<file path="config.mk">
export PLATFORM = sky130hd
export DESIGN_NAME = commit_tracker_flat
export DESIGN_NICKNAME = d
export VERILOG_FILES = /design/src/rtl/commit_tracker_if.sv /design/src/rtl/commit_tracker.sv /design/src/flat_wrapper.sv
export SDC_FILE = /design/constraint.sdc
export NUM_CORES = 1
export LEC_CHECK = 0
export ABC_AREA = 0
export CORE_MARGIN = 4
export CORE_UTILIZATION = 30
export DETAILED_ROUTE_END_ITERATION = 7
export GPL_TIMING_DRIVEN = 0
export PLACE_DENSITY = 0.59
export SYNTH_ARGS = -nofsm -noshare
export SYNTH_HDL_FRONTEND = slang
export SYNTH_SLANG_ARGS = --single-unit
</file>
<file path="constraint.sdc">
create_clock -name clock -period 7.4 [get_ports clock]
set_input_delay 1.48 -clock clock [delete_from_list [all_inputs] [get_ports clock]]
set_output_delay 1.48 -clock clock [all_outputs]
set_load 0.02 [all_outputs]
</file>
<file path="src/rtl/commit_tracker_if.sv">
// commit_tracker_if: fetch/retire inputs and commit/status outputs of the difftest commit tracker.
// The CPU/harness side uses the master modport; the tracker uses the slave modport.
interface commit_tracker_if #(
  parameter int XLEN = 64,
  parameter int ILEN = 32
);
  logic            fetch_valid_i;
  logic [XLEN-1:0] fetch_pc_i;
  logic [ILEN-1:0] fetch_inst_i;
  logic            fetch_ready_o;
  logic            retire_valid_i;
  logic            retire_wen_i;
  logic [4:0]      retire_rd_i;
  logic [XLEN-1:0] retire_wdata_i;
  logic [7:0]      trap_code_i;
  logic            cmt_valid_o;
  logic [XLEN-1:0] cmt_pc_o;
  logic [ILEN-1:0] cmt_inst_o;
  logic            cmt_wen_o;
  logic [7:0]      cmt_wdest_o;
  logic [XLEN-1:0] cmt_wdata_o;
  logic            skip_o;
  logic            trap_o;
  logic [7:0]      trap_code_o;
  logic [63:0]     cycle_cnt_o;
  logic [63:0]     instr_cnt_o;
  logic [1:0]      err_o;
  logic            timeout_o;

  modport master (
    output fetch_valid_i, fetch_pc_i, fetch_inst_i,
    output retire_valid_i, retire_wen_i, retire_rd_i, retire_wdata_i, trap_code_i,
    input  fetch_ready_o, cmt_valid_o, cmt_pc_o, cmt_inst_o, cmt_wen_o, cmt_wdest_o,
    input  cmt_wdata_o, skip_o, trap_o, trap_code_o, cycle_cnt_o, instr_cnt_o,
    input  err_o, timeout_o
  );

  modport slave (
    input  fetch_valid_i, fetch_pc_i, fetch_inst_i,
    input  retire_valid_i, retire_wen_i, retire_rd_i, retire_wdata_i, trap_code_i,
    output fetch_ready_o, cmt_valid_o, cmt_pc_o, cmt_inst_o, cmt_wen_o, cmt_wdest_o,
    output cmt_wdata_o, skip_o, trap_o, trap_code_o, cycle_cnt_o, instr_cnt_o,
    output err_o, timeout_o
  );
endinterface

</file>
<file path="src/rtl/commit_tracker.sv">
// commit_tracker: queues fetched {pc,inst} in a DEPTH-entry FIFO and emits one registered
// commit record per retire. Optional macro COMMIT_TIMEOUT_EN enables the idle watchdog (timeout_o).
module commit_tracker #(
  parameter int XLEN  = 64,
  parameter int ILEN  = 32,
  parameter int DEPTH = 4,
  parameter int TMO   = 4096
) (
  input logic             clock,
  input logic             reset,
  commit_tracker_if.slave bus
);
  localparam int PW = $clog2(DEPTH);
  localparam int CW = PW + 1;
  localparam logic [CW-1:0] FULL_CNT = CW'(DEPTH);

  function automatic logic is_trap(input logic [ILEN-1:0] inst);
    return inst[6:0] == 7'h6b;
  endfunction

  function automatic logic is_skip(input logic [ILEN-1:0] inst);
    return inst == ILEN'(32'h0000_007b);
  endfunction

  logic [XLEN-1:0] fifo_pc_r   [DEPTH];
  logic [ILEN-1:0] fifo_inst_r [DEPTH];
  logic [PW-1:0]   wr_ptr_r;
  logic [PW-1:0]   rd_ptr_r;
  logic [CW-1:0]   count_r;
  logic            cmt_valid_r;
  logic [XLEN-1:0] cmt_pc_r;
  logic [ILEN-1:0] cmt_inst_r;
  logic            cmt_wen_r;
  logic [7:0]      cmt_wdest_r;
  logic [XLEN-1:0] cmt_wdata_r;
  logic            skip_r;
  logic            trap_r;
  logic [7:0]      trap_code_r;
  logic [63:0]     cycle_cnt_r;
  logic [63:0]     instr_cnt_r;
  logic [1:0]      err_r;
  logic            full_s;
  logic            empty_s;
  logic            push_s;
  logic            pop_s;
  logic [XLEN-1:0] head_pc_s;
  logic [ILEN-1:0] head_inst_s;

  // Qualifiers use the pre-edge count only: a same-cycle pop never frees room for a push,
  // and a same-cycle push is never bypassed to an empty pop. A committed trap freezes both.
  always_comb begin
    full_s      = (count_r == FULL_CNT);
    empty_s     = (count_r == {CW{1'b0}});
    push_s      = bus.fetch_valid_i & ~full_s & ~trap_r;
    pop_s       = bus.retire_valid_i & ~empty_s & ~trap_r;
    head_pc_s   = fifo_pc_r[rd_ptr_r];
    head_inst_s = fifo_inst_r[rd_ptr_r];
  end

  // FIFO storage; validity is tracked by the pointers and count.
  always_ff @(posedge clock) begin
    if (push_s) begin
      fifo_pc_r[wr_ptr_r]   <= bus.fetch_pc_i;
      fifo_inst_r[wr_ptr_r] <= bus.fetch_inst_i;
    end
  end

  // Pointers, commit record, trap capture, counters and error flags.
  always_ff @(posedge clock) begin
    if (reset) begin
      wr_ptr_r    <= {PW{1'b0}};
      rd_ptr_r    <= {PW{1'b0}};
      count_r     <= {CW{1'b0}};
      cmt_valid_r <= 1'b0;
      cmt_pc_r    <= {XLEN{1'b0}};
      cmt_inst_r  <= {ILEN{1'b0}};
      cmt_wen_r   <= 1'b0;
      cmt_wdest_r <= 8'h00;
      cmt_wdata_r <= {XLEN{1'b0}};
      skip_r      <= 1'b0;
      trap_r      <= 1'b0;
      trap_code_r <= 8'h00;
      cycle_cnt_r <= 64'd0;
      instr_cnt_r <= 64'd0;
      err_r       <= 2'b00;
    end else begin
      cmt_valid_r <= 1'b0;
      skip_r      <= 1'b0;
      if (!trap_r) begin
        cycle_cnt_r <= cycle_cnt_r + 64'd1;
      end
      if (push_s) begin
        wr_ptr_r <= wr_ptr_r + PW'(1);
      end
      if (pop_s) begin
        rd_ptr_r    <= rd_ptr_r + PW'(1);
        cmt_valid_r <= 1'b1;
        cmt_pc_r    <= head_pc_s;
        cmt_inst_r  <= head_inst_s;
        cmt_wen_r   <= bus.retire_wen_i & (bus.retire_rd_i != 5'd0);
        cmt_wdest_r <= {3'b000, bus.retire_rd_i};
        cmt_wdata_r <= bus.retire_wdata_i;
        skip_r      <= is_skip(head_inst_s);
        instr_cnt_r <= instr_cnt_r + 64'd1;
        if (is_trap(head_inst_s)) begin
          trap_r      <= 1'b1;
          trap_code_r <= bus.trap_code_i;
        end
      end
      case ({push_s, pop_s})
        2'b10:   count_r <= count_r + CW'(1);
        2'b01:   count_r <= count_r - CW'(1);
        default: count_r <= count_r;
      endcase
      if (bus.fetch_valid_i & full_s & ~trap_r) begin
        err_r[0] <= 1'b1;
      end
      if (bus.retire_valid_i & empty_s & ~trap_r) begin
        err_r[1] <= 1'b1;
      end
    end
  end

  assign bus.fetch_ready_o = ~full_s;
  assign bus.cmt_valid_o   = cmt_valid_r;
  assign bus.cmt_pc_o      = cmt_pc_r;
  assign bus.cmt_inst_o    = cmt_inst_r;
  assign bus.cmt_wen_o     = cmt_wen_r;
  assign bus.cmt_wdest_o   = cmt_wdest_r;
  assign bus.cmt_wdata_o   = cmt_wdata_r;
  assign bus.skip_o        = skip_r;
  assign bus.trap_o        = trap_r;
  assign bus.trap_code_o   = trap_code_r;
  assign bus.cycle_cnt_o   = cycle_cnt_r;
  assign bus.instr_cnt_o   = instr_cnt_r;
  assign bus.err_o         = err_r;

`ifdef COMMIT_TIMEOUT_EN
  logic [31:0] idle_cnt_r;
  logic        timeout_r;

  // Watchdog: cycles since the last commit; flags a hang when work is queued but nothing retires.
  always_ff @(posedge clock) begin
    if (reset) begin
      idle_cnt_r <= 32'd0;
      timeout_r  <= 1'b0;
    end else begin
      if (pop_s) begin
        idle_cnt_r <= 32'd0;
      end else begin
        idle_cnt_r <= idle_cnt_r + 32'd1;
      end
      if ((idle_cnt_r == 32'(TMO)) && !empty_s && !trap_r) begin
        timeout_r <= 1'b1;
`ifndef SYNTHESIS
        if (!timeout_r) begin
          $display("commit timeout pc=%h", head_pc_s);
        end
`endif
      end
    end
  end

  assign bus.timeout_o = timeout_r;
`else
  assign bus.timeout_o = 1'b0;
`endif
endmodule

</file>
<file path="src/flat_wrapper.sv">
// flat-port wrapper written by rule: the top's interface ports become plain ports
module commit_tracker_flat 
#(
  parameter int XLEN  = 64,
  parameter int ILEN  = 32,
  parameter int DEPTH = 4,
  parameter int TMO   = 4096
)
  (clock, reset, bus_fetch_valid_i, bus_fetch_pc_i, bus_fetch_inst_i, bus_retire_valid_i, bus_retire_wen_i, bus_retire_rd_i, bus_retire_wdata_i, bus_trap_code_i, bus_fetch_ready_o, bus_cmt_valid_o, bus_cmt_pc_o, bus_cmt_inst_o, bus_cmt_wen_o, bus_cmt_wdest_o, bus_cmt_wdata_o, bus_skip_o, bus_trap_o, bus_trap_code_o, bus_cycle_cnt_o, bus_instr_cnt_o, bus_err_o, bus_timeout_o);
  commit_tracker_if #(.XLEN(XLEN), .ILEN(ILEN)) bus_i ();
  input logic clock;
  input logic reset;
  input wire logic [$bits(bus_i.fetch_valid_i)-1:0] bus_fetch_valid_i;
  input wire logic [$bits(bus_i.fetch_pc_i)-1:0] bus_fetch_pc_i;
  input wire logic [$bits(bus_i.fetch_inst_i)-1:0] bus_fetch_inst_i;
  input wire logic [$bits(bus_i.retire_valid_i)-1:0] bus_retire_valid_i;
  input wire logic [$bits(bus_i.retire_wen_i)-1:0] bus_retire_wen_i;
  input wire logic [$bits(bus_i.retire_rd_i)-1:0] bus_retire_rd_i;
  input wire logic [$bits(bus_i.retire_wdata_i)-1:0] bus_retire_wdata_i;
  input wire logic [$bits(bus_i.trap_code_i)-1:0] bus_trap_code_i;
  output wire logic [$bits(bus_i.fetch_ready_o)-1:0] bus_fetch_ready_o;
  output wire logic [$bits(bus_i.cmt_valid_o)-1:0] bus_cmt_valid_o;
  output wire logic [$bits(bus_i.cmt_pc_o)-1:0] bus_cmt_pc_o;
  output wire logic [$bits(bus_i.cmt_inst_o)-1:0] bus_cmt_inst_o;
  output wire logic [$bits(bus_i.cmt_wen_o)-1:0] bus_cmt_wen_o;
  output wire logic [$bits(bus_i.cmt_wdest_o)-1:0] bus_cmt_wdest_o;
  output wire logic [$bits(bus_i.cmt_wdata_o)-1:0] bus_cmt_wdata_o;
  output wire logic [$bits(bus_i.skip_o)-1:0] bus_skip_o;
  output wire logic [$bits(bus_i.trap_o)-1:0] bus_trap_o;
  output wire logic [$bits(bus_i.trap_code_o)-1:0] bus_trap_code_o;
  output wire logic [$bits(bus_i.cycle_cnt_o)-1:0] bus_cycle_cnt_o;
  output wire logic [$bits(bus_i.instr_cnt_o)-1:0] bus_instr_cnt_o;
  output wire logic [$bits(bus_i.err_o)-1:0] bus_err_o;
  output wire logic [$bits(bus_i.timeout_o)-1:0] bus_timeout_o;
  assign bus_i.fetch_valid_i = bus_fetch_valid_i;
  assign bus_i.fetch_pc_i = bus_fetch_pc_i;
  assign bus_i.fetch_inst_i = bus_fetch_inst_i;
  assign bus_i.retire_valid_i = bus_retire_valid_i;
  assign bus_i.retire_wen_i = bus_retire_wen_i;
  assign bus_i.retire_rd_i = bus_retire_rd_i;
  assign bus_i.retire_wdata_i = bus_retire_wdata_i;
  assign bus_i.trap_code_i = bus_trap_code_i;
  assign bus_fetch_ready_o = bus_i.fetch_ready_o;
  assign bus_cmt_valid_o = bus_i.cmt_valid_o;
  assign bus_cmt_pc_o = bus_i.cmt_pc_o;
  assign bus_cmt_inst_o = bus_i.cmt_inst_o;
  assign bus_cmt_wen_o = bus_i.cmt_wen_o;
  assign bus_cmt_wdest_o = bus_i.cmt_wdest_o;
  assign bus_cmt_wdata_o = bus_i.cmt_wdata_o;
  assign bus_skip_o = bus_i.skip_o;
  assign bus_trap_o = bus_i.trap_o;
  assign bus_trap_code_o = bus_i.trap_code_o;
  assign bus_cycle_cnt_o = bus_i.cycle_cnt_o;
  assign bus_instr_cnt_o = bus_i.instr_cnt_o;
  assign bus_err_o = bus_i.err_o;
  assign bus_timeout_o = bus_i.timeout_o;
  commit_tracker #(.XLEN(XLEN), .ILEN(ILEN), .DEPTH(DEPTH), .TMO(TMO)) u_core (.clock(clock), .reset(reset), .bus(bus_i));
endmodule
</file>
==> run metrics, run 1 <==
maximum achievable frequency around 0.16 GHz; Critical Path AT roughly 6.7 ns; maximum root-to-sink buffer count 3; largest delay contributor family on the critical path buffers and inverters; count of endpoints failing setup in the final report 0; most used cells in the layout excluding fill and tap cells sky130_fd_sc_hd__clkdlybuf4s50_1, sky130_fd_sc_hd__edfxtp_1, sky130_fd_sc_hd__nand2_1; end-of-flow core utilization 0.408; Cell Count Post-Placement 3727; average cell area after synthesis around 13 µm²; Worst Hold Path Cells 2; number of search-and-repair iterations in the first detailed-routing pass 5; buffers added on ports 485; Final Max Slew Viols 0; EDFF count, synth 384; clock tree root driver cell sky130_fd_sc_hd__clkbuf_16; overflow left after global routing 0; latest clock arrival within the worst-skew pair 0.63 ns; final-layout fill cell count 8172; critical path buffer and inverter count 5; Netlist Area Pre-Place between 0.02 and 0.03 mm²; Area Overhead vs Synth 33.9%; Routed WL per cell 20.9 µm; area of combinational cells with multiple inputs between 0.008 and 0.009 mm²; sequential fraction of the synthesis area 0.671; source of the worst hold timing path u_core.bus.cmt_wdata_o[4]; worst hold slack roughly 0.45 ns; distinct cell type count of the synthesized netlist 52; R2R setup slack approximately 2.1 ns; overall die area just over 0.09 mm²; RSZ-0062 raised after global routing false; CTS Buf Count slightly below 80; total of warnings raised by yosys 0; global-route wire length before repair about 120 mm; hold buffer count at cts 0; H-tree Lvls 3; start-to-end type of the worst setup path in -> reg; CP Data Required Time between 7 and 8 ns; DRT Wirelength 81.0 mm; post-route clock skew approximately 0.036 ns; fraction of registers with async set or reset after synthesis 0; clock transition at the register clock pins on the worst setup and hold paths after CTS approximately 0.06 ns; number of placed I/O pins between 400 and 500; max-cap check violation count 0; clock period minus worst slack a little over 6 ns; antenna violations before repair 22; maximum number of pins on one net before global-route repair 54; relative slew slack 0.274; highest-delay cell along the critical path sky130_fd_sc_hd__clkbuf_1; slew of the pin with the lowest slew margin approximately 1.1 ns; critical register-to-register path startpoint u_core.bus.trap_o; cell depth of the worst flop-to-flop path 12; final hold vios 0; DRC violations left 0; Worst R2R End u_core.count_r[2]; post-CTS repair timing setup buffer count 0; Synth Register Bits 700; DIE WIDTH roughly 310 µm; DRC marker count from the first detailed-route iteration between 1000 and 1500; number of instances resized during post-cts repair 0; Seq. cell area around 0.018 mm²; HPWL after detailed placement 58.3 mm; final-stage net count between 2000 and 3000; category of the worst setup path launch point input port; floorplan die height around 300 µm; worst min-delay path category reg -> reg; CTS tree yes; status finished clean; DR vias about 19000; overall power consumption around 11 mW; starting utilization of the core area 0.304; end of the worst hold path u_core.bus.cmt_wdata_o[4]; list of cells traversed by the critical path clkdlybuf4s50_1, nor2b_1, nand2_1, inv_2, clkbuf_1, clkbuf_1, ha_1, inv_1, fa_1, xor2_1, or3_1, a21oi_1; std cell rows between 100 and 150; commonest non-fill, non-tap cell in the layout sky130_fd_sc_hd__clkdlybuf4s50_1; largest driver fanout on the critical path 10; longest individual stage delay on the worst path 0.77 ns; floorplan core area 0.0874 mm²; proportion of layout cells with a drive suffix above 1 0.0916; non-filler cells in the finished layout slightly below 4000; overall track demand over capacity in global routing 0.168; Final Cycle Share 0.827; power per cell area between 300 and 400 mW/mm²; most used cell along the critical path sky130_fd_sc_hd__clkbuf_1; number of vias per cell after detailed routing between 4 and 5; top flip-flop cell by instance count after synthesis sky130_fd_sc_hd__edfxtp_1; final antenna-violating net count 0; clk sink count 700; type of element capturing the critical path flop; vias in the first global route slightly below 20000; placer congestion estimate just under 0.9; leakage power about 11 nW; Mapped Cells ~2100; total negative setup slack 0 ns; peak ir drop on the vdd network approximately 240 µV
[per-layer routing]
metal	wire length [µm]	up-vias	GRT usage
li1	-	8849	-
met1	32900	9397	0.205
met2	39800	630	0.287
met3	5980	154	0.0505
met4	2150	26	0.0523
met5	177	-	0
[power breakdown]
part / leakage (nW) / switching [mW] / internal (mW) / total (mW)
logic: 3.88 / 1.58 / 1.11 / 2.68
registers: 6.09 / 0.197 / 4.59 / 4.79
clock network: 1.26 / 1.60 / 2.21 / 3.81
[per-stage QoR]
| step | cell area, µm² | setup WS (ns) |
|---|---|---|
| finish | 35600 | 1.28 |
| global route | 35600 | 0.922 |
| CTS | 35600 | 1.10 |
| detailed placement | 33000 | 0.429 |
| global placement | 32900 | 0.00331 |
| floorplan | 26600 | 2.84 |
[state kept, by name, indices dropped and copies added, names as in the netlist, named ones only]
signal                  flops
u_core.bus.cmt_pc_o        64
u_core.count_r              3
u_core.bus.cmt_valid_o      1
u_core.bus.cmt_wdest_o      5
u_core.wr_ptr_r             2
u_core.bus.cmt_inst_o      32
u_core.bus.err_o            2
u_core.bus.trap_code_o      8
u_core.bus.cmt_wen_o        1
u_core.bus.trap_o           1
u_core.bus.cmt_wdata_o     64
u_core.fifo_inst_r        128
u_core.bus.skip_o           1
u_core.fifo_pc_r          256
u_core.rd_ptr_r             2
u_core.bus.cycle_cnt_o     64
u_core.bus.instr_cnt_o     64
[Yosys cell counts (32+ instances only)]
| cell | count | share of area |
|---|---|---|
| sky130_fd_sc_hd__dfxtp_1 | 316 | 0.24 |
| sky130_fd_sc_hd__mux4_2 | 96 | 0.081 |
| sky130_fd_sc_hd__clkbuf_1 | 100 | 0.014 |
| sky130_fd_sc_hd__edfxtp_1 | 384 | 0.43 |
| sky130_fd_sc_hd__xor2_1 | 40 | 0.013 |
| sky130_fd_sc_hd__nand2_1 | 381 | 0.054 |
| sky130_fd_sc_hd__nand3_1 | 48 | 0.0090 |
| sky130_fd_sc_hd__a21oi_1 | 231 | 0.043 |
| sky130_fd_sc_hd__o31ai_1 | 32 | 0.0090 |
| sky130_fd_sc_hd__or4_1 | 34 | 0.0096 |
| sky130_fd_sc_hd__nand4_1 | 54 | 0.013 |
| sky130_fd_sc_hd__nor2_1 | 110 | 0.016 |
[logic make-up (layout without fill, tap and decap cells)]
group	Yosys count	count (layout)	synth area share
AOI/OAI and AO/OA	295	295	0.0601
adders and majority gates	8	8	0.00404
and+or+nand+nor	757	757	0.135
xor gates and xnor gates	68	68	0.0224
DFF	700	700	0.671
other	1	12	0.000141
muxes	108	108	0.0859
buffers and inverters	143	777	0.0213
[final cells by class]
class | count | share of cell area
Timing Repair Buffer | 489 | 0.139
Inverter | 19 | 0.00200
Tap cell | 1155 | 0.0406
Clock buffer | 107 | 0.0627
Antenna cell | 8 | 0.000562
Buffer | 124 | 0.0139
Clock inverter | 38 | 0.00945
Sequential cell | 700 | 0.501
Multi-Input combinational cell | 1240 | 0.230
[worst min-delay path, stage by stage (launching register included)]
cell	delay, ns
sky130_fd_sc_hd__dfxtp_1	0.31
sky130_fd_sc_hd__nand2_1	0.05
sky130_fd_sc_hd__a21oi_1	0.05
[worst max path at each step]
stage,start,end,slack (ns),depth (start not counted)
finish,bus_retire_valid_i,u_core.count_r[2],1.28,12
detailed placement,bus_retire_valid_i,u_core.count_r[2],0.43,12
global route,bus_retire_valid_i,u_core.count_r[2],0.92,12
floorplan,bus_fetch_valid_i,u_core.fifo_inst_r[0][0],2.84,3
CTS,bus_retire_valid_i,u_core.count_r[2],1.10,12
global placement,bus_fetch_valid_i,u_core.fifo_pc_r[0][52],0.003,4
(Power assumes the default switching activity.)
==> inputs of run 2 (changes only) <==
- PLACE_DENSITY: 0.59 -> 0.61
- clock period: 7.4 -> 5.4 ns (I/O delays scaled with it)
==> run 2 against run 1 <==
- cell count is 0.10% higher
- via count is 2.6% lower
- worst setup slack worse by 0.70 ns
- global-route usage is 0.31 points lower
- sequential power is 37% higher
- clock power is 42% higher
- hold slack worse by 0.0022 ns
- sequential share of layout area is 0.21 points lower
- core utilization is 0.17 points higher
- critical endpoint unchanged
- largest cell class unchanged
- largest power group unchanged
- highest routed layer unchanged
==> run metrics, run 2 (synthesized netlist as in run 1, its figures left out) <==
Placement Cell Area 0.0331 mm² (was 0.0330 mm²); latest clock arrival within the worst-skew pair 0.63 ns (about the same); vias in the first global route 18700 (was 19600); CTS tree yes (unchanged); maximum root-to-sink buffer count 3 (unchanged); RSZ-0062 raised after global routing false (unchanged); clock transition at the register clock pins on the worst setup and hold paths after CTS 0.06 ns (about the same); overall track demand over capacity in global routing 0.165 (was 0.168); buffers added on ports 485 (unchanged); antenna violations before repair 14 (was 22); placer congestion estimate 0.825 (was 0.886); total negative setup slack 0 ns (unchanged); GR met3 Demand/Resource 0.0568 (was 0.0505); DIE WIDTH 306 µm (unchanged); max-cap check violation count 0 (unchanged); DRT Wirelength 79.1 mm (was 81.0 mm); global-route wire length before repair 118 mm (was 121 mm); Largest regs u_core.fifo_pc_r: 256 flops, u_core.fifo_inst_r: 128 flops (unchanged); type of element capturing the critical path flop (unchanged); GR peak layer met2 (unchanged); worst hold slack 0.452 ns (was 0.454 ns); list of cells traversed by the critical path clkdlybuf4s50_1, nor2b_1, nand2_1, inv_2, clkbuf_1, ha_1, inv_1, fa_1, xor2_1, or3_1, a21oi_1 (was clkdlybuf4s50_1, nor2b_1, nand2_1, inv_2, clkbuf_1, clkbuf_1, ha_1, inv_1, fa_1, xor2_1, or3_1, a21oi_1); number of placed I/O pins 490 (unchanged); status finished clean (unchanged); Critical Path AT 5.38 ns (was 6.68 ns); Final Max Slew Viols 0 (unchanged); maximum achievable frequency a little over 0.2 GHz; slew of the pin with the lowest slew margin 1.20 ns (was 1.07 ns); proportion of layout cells with a drive suffix above 1 0.0926 (was 0.0916); longest individual stage delay on the worst path 0.76 ns (was 0.77 ns); worst setup margin 0.573 ns (was 1.28 ns); floorplan core area 0.0874 mm² (unchanged); start-to-end type of the worst setup path in -> reg (unchanged); relative slew slack 0.191 (was 0.274); clock period minus worst slack 4.83 ns; overall die area 0.0935 mm² (unchanged); floorplan die height 306 µm (unchanged); leakage power 11.3 nW (was 11.2 nW); placement-stage worst setup slack -1.06 ns (was 0.429 ns); starting utilization of the core area 0.304 (unchanged); DR vias 18600 (was 19100); number of vias per cell after detailed routing 4.78 (was 4.91); power per cell area 437 mW/mm² (was 317 mW/mm²); met1 GRT Util 0.204 (was 0.205); global routing usage on met2 0.274 (was 0.287); post-route clock skew 0.0364 ns (about the same); final antenna-violating net count 0 (unchanged); count of endpoints failing setup in the final report 0 (unchanged); std cell rows 108 (unchanged); overflow left after global routing 0 (unchanged); DRC violations left 0 (unchanged); final hold vios 0 (unchanged); flip-flop count of the largest register, all copies and words added 256 (unchanged); Final Cycle Share 0.894; worst min-delay path category reg -> reg (unchanged); post-route cell area 0.0358 mm² (was 0.0356 mm²); highest-delay cell along the critical path sky130_fd_sc_hd__inv_2 (was sky130_fd_sc_hd__clkbuf_1); CTS Buf Count 80 (was 78); final-layout fill cell count 8217 (was 8172); CP Data Required Time 5.95 ns (was 7.95 ns); HPWL after detailed placement 56.6 mm (was 58.3 mm); Routed WL per cell 20.4 µm (was 20.9 µm); H-tree Lvls 3 (unchanged); final-stage net count 2843 (was 2838); maximum number of pins on one net before global-route repair 48 (was 54); peak ir drop on the vdd network 390 µV (was 242 µV); category of the worst setup path launch point input port (unchanged); most used cells in the layout excluding fill and tap cells sky130_fd_sc_hd__clkdlybuf4s50_1, sky130_fd_sc_hd__edfxtp_1, sky130_fd_sc_hd__nand2_1 (unchanged); largest driver fanout on the critical path 19 (was 10); clock tree root driver cell sky130_fd_sc_hd__clkbuf_16 (unchanged); clk sink count 700 (unchanged); DRC marker count from the first detailed-route iteration 1063 (was 1385); Area Overhead vs Synth 34.5% (was 33.9%); register name with the most flops u_core.fifo_pc_r (unchanged); commonest non-fill, non-tap cell in the layout sky130_fd_sc_hd__clkdlybuf4s50_1 (unchanged); number of search-and-repair iterations in the first detailed-routing pass 5 (unchanged)
## run 2: cell types whose count changed in the layout (fill, tap and decap cells not counted), sizes merged
cell | before | now
bufinv | 2 | 5
clkinvlp | 2 | 4
clkinv | 28 | 18
clkbuf | 207 | 213
buf | 28 | 32
diode | 8 | 7
## run 2: final timing paths
kind	cells past startpoint	from	slack (ns)	end
worst max-delay path	11	bus_retire_valid_i	0.57	u_core.count_r[2]
worst min-delay path	2	u_core.bus.cmt_wdata_o[29]	0.45	u_core.bus.cmt_wdata_o[29]
worst max register to register	11	u_core.bus.trap_o	1.08	u_core.count_r[2]
worst min register to register	2	u_core.bus.cmt_wdata_o[29]	0.45	u_core.bus.cmt_wdata_o[29]
## run 2: through the flow
| stage | total power, mW | util | std cells |
|---|---|---|---|
| after floorplan | 8.73 | - | 2083 |
| after global placement | 10.4 | 0.377 | 3723 |
| after detailed placement | 10.4 | 0.379 | 3731 |
| after CTS | 15.9 | 0.409 | 3877 |
| after global routing | 16.4 | 0.409 | 3878 |
| final | 15.6 | 0.409 | 3884 |
## run 2: final cells by class
type / count / area [µm²] / share of cell area
sequential: 700 / 17900 / 0.499
multi-input combinational: 1240 / 8210 / 0.229
timing repair buffer: 493 / 5050 / 0.141
clock buffer: 114 / 2250 / 0.0629
tap: 1155 / 1450 / 0.0404
buffer: 123 / 490 / 0.0137
clock inverter: 33 / 389 / 0.0109
inverter: 19 / 71.3 / 0.00199
antenna: 7 / 17.5 / 0.000490
## run 2: power by group
| part | leakage (nW) | total, mW | internal (mW) | switching (mW) |
|---|---|---|---|---|
| Clock | 1.28 | 5.41 | 3.18 | 2.23 |
| Sequential | 6.09 | 6.55 | 6.29 | 0.263 |
| Combinational | 3.91 | 3.67 | 1.54 | 2.14 |
| Total | 11.3 | 15.6 | 11.0 | 4.63 |
## run 2: routing by layer
layer / wire length, µm / up-vias / part of all wire
met3: 6420 / 131 / 0.081
met5: 141 / - / 0.0018
met1: 32700 / 9029 / 0.41
li1: - / 8855 / -
met2: 37900 / 525 / 0.48
met4: 1950 / 18 / 0.025
## run 2: critical path, delay by kind of cell
kind	cells	cell delay [ns]
AND/OR/NAND/NOR	3	1.40
XOR/XNOR	1	0.16
buffers and inverters	4	1.91
adder cells (fa/ha/maj)	2	0.66
AO/OA/AOI/OAI	1	0.15
## run 2: timing repair
| action | CTS | global route |
|---|---|---|
| setup buffers | 0 | 0 |
| endpoints found under the setup margin | 2 | 0 |
| gates resized for setup | 0 | 0 |
| hold buffers | 0 | 0 |
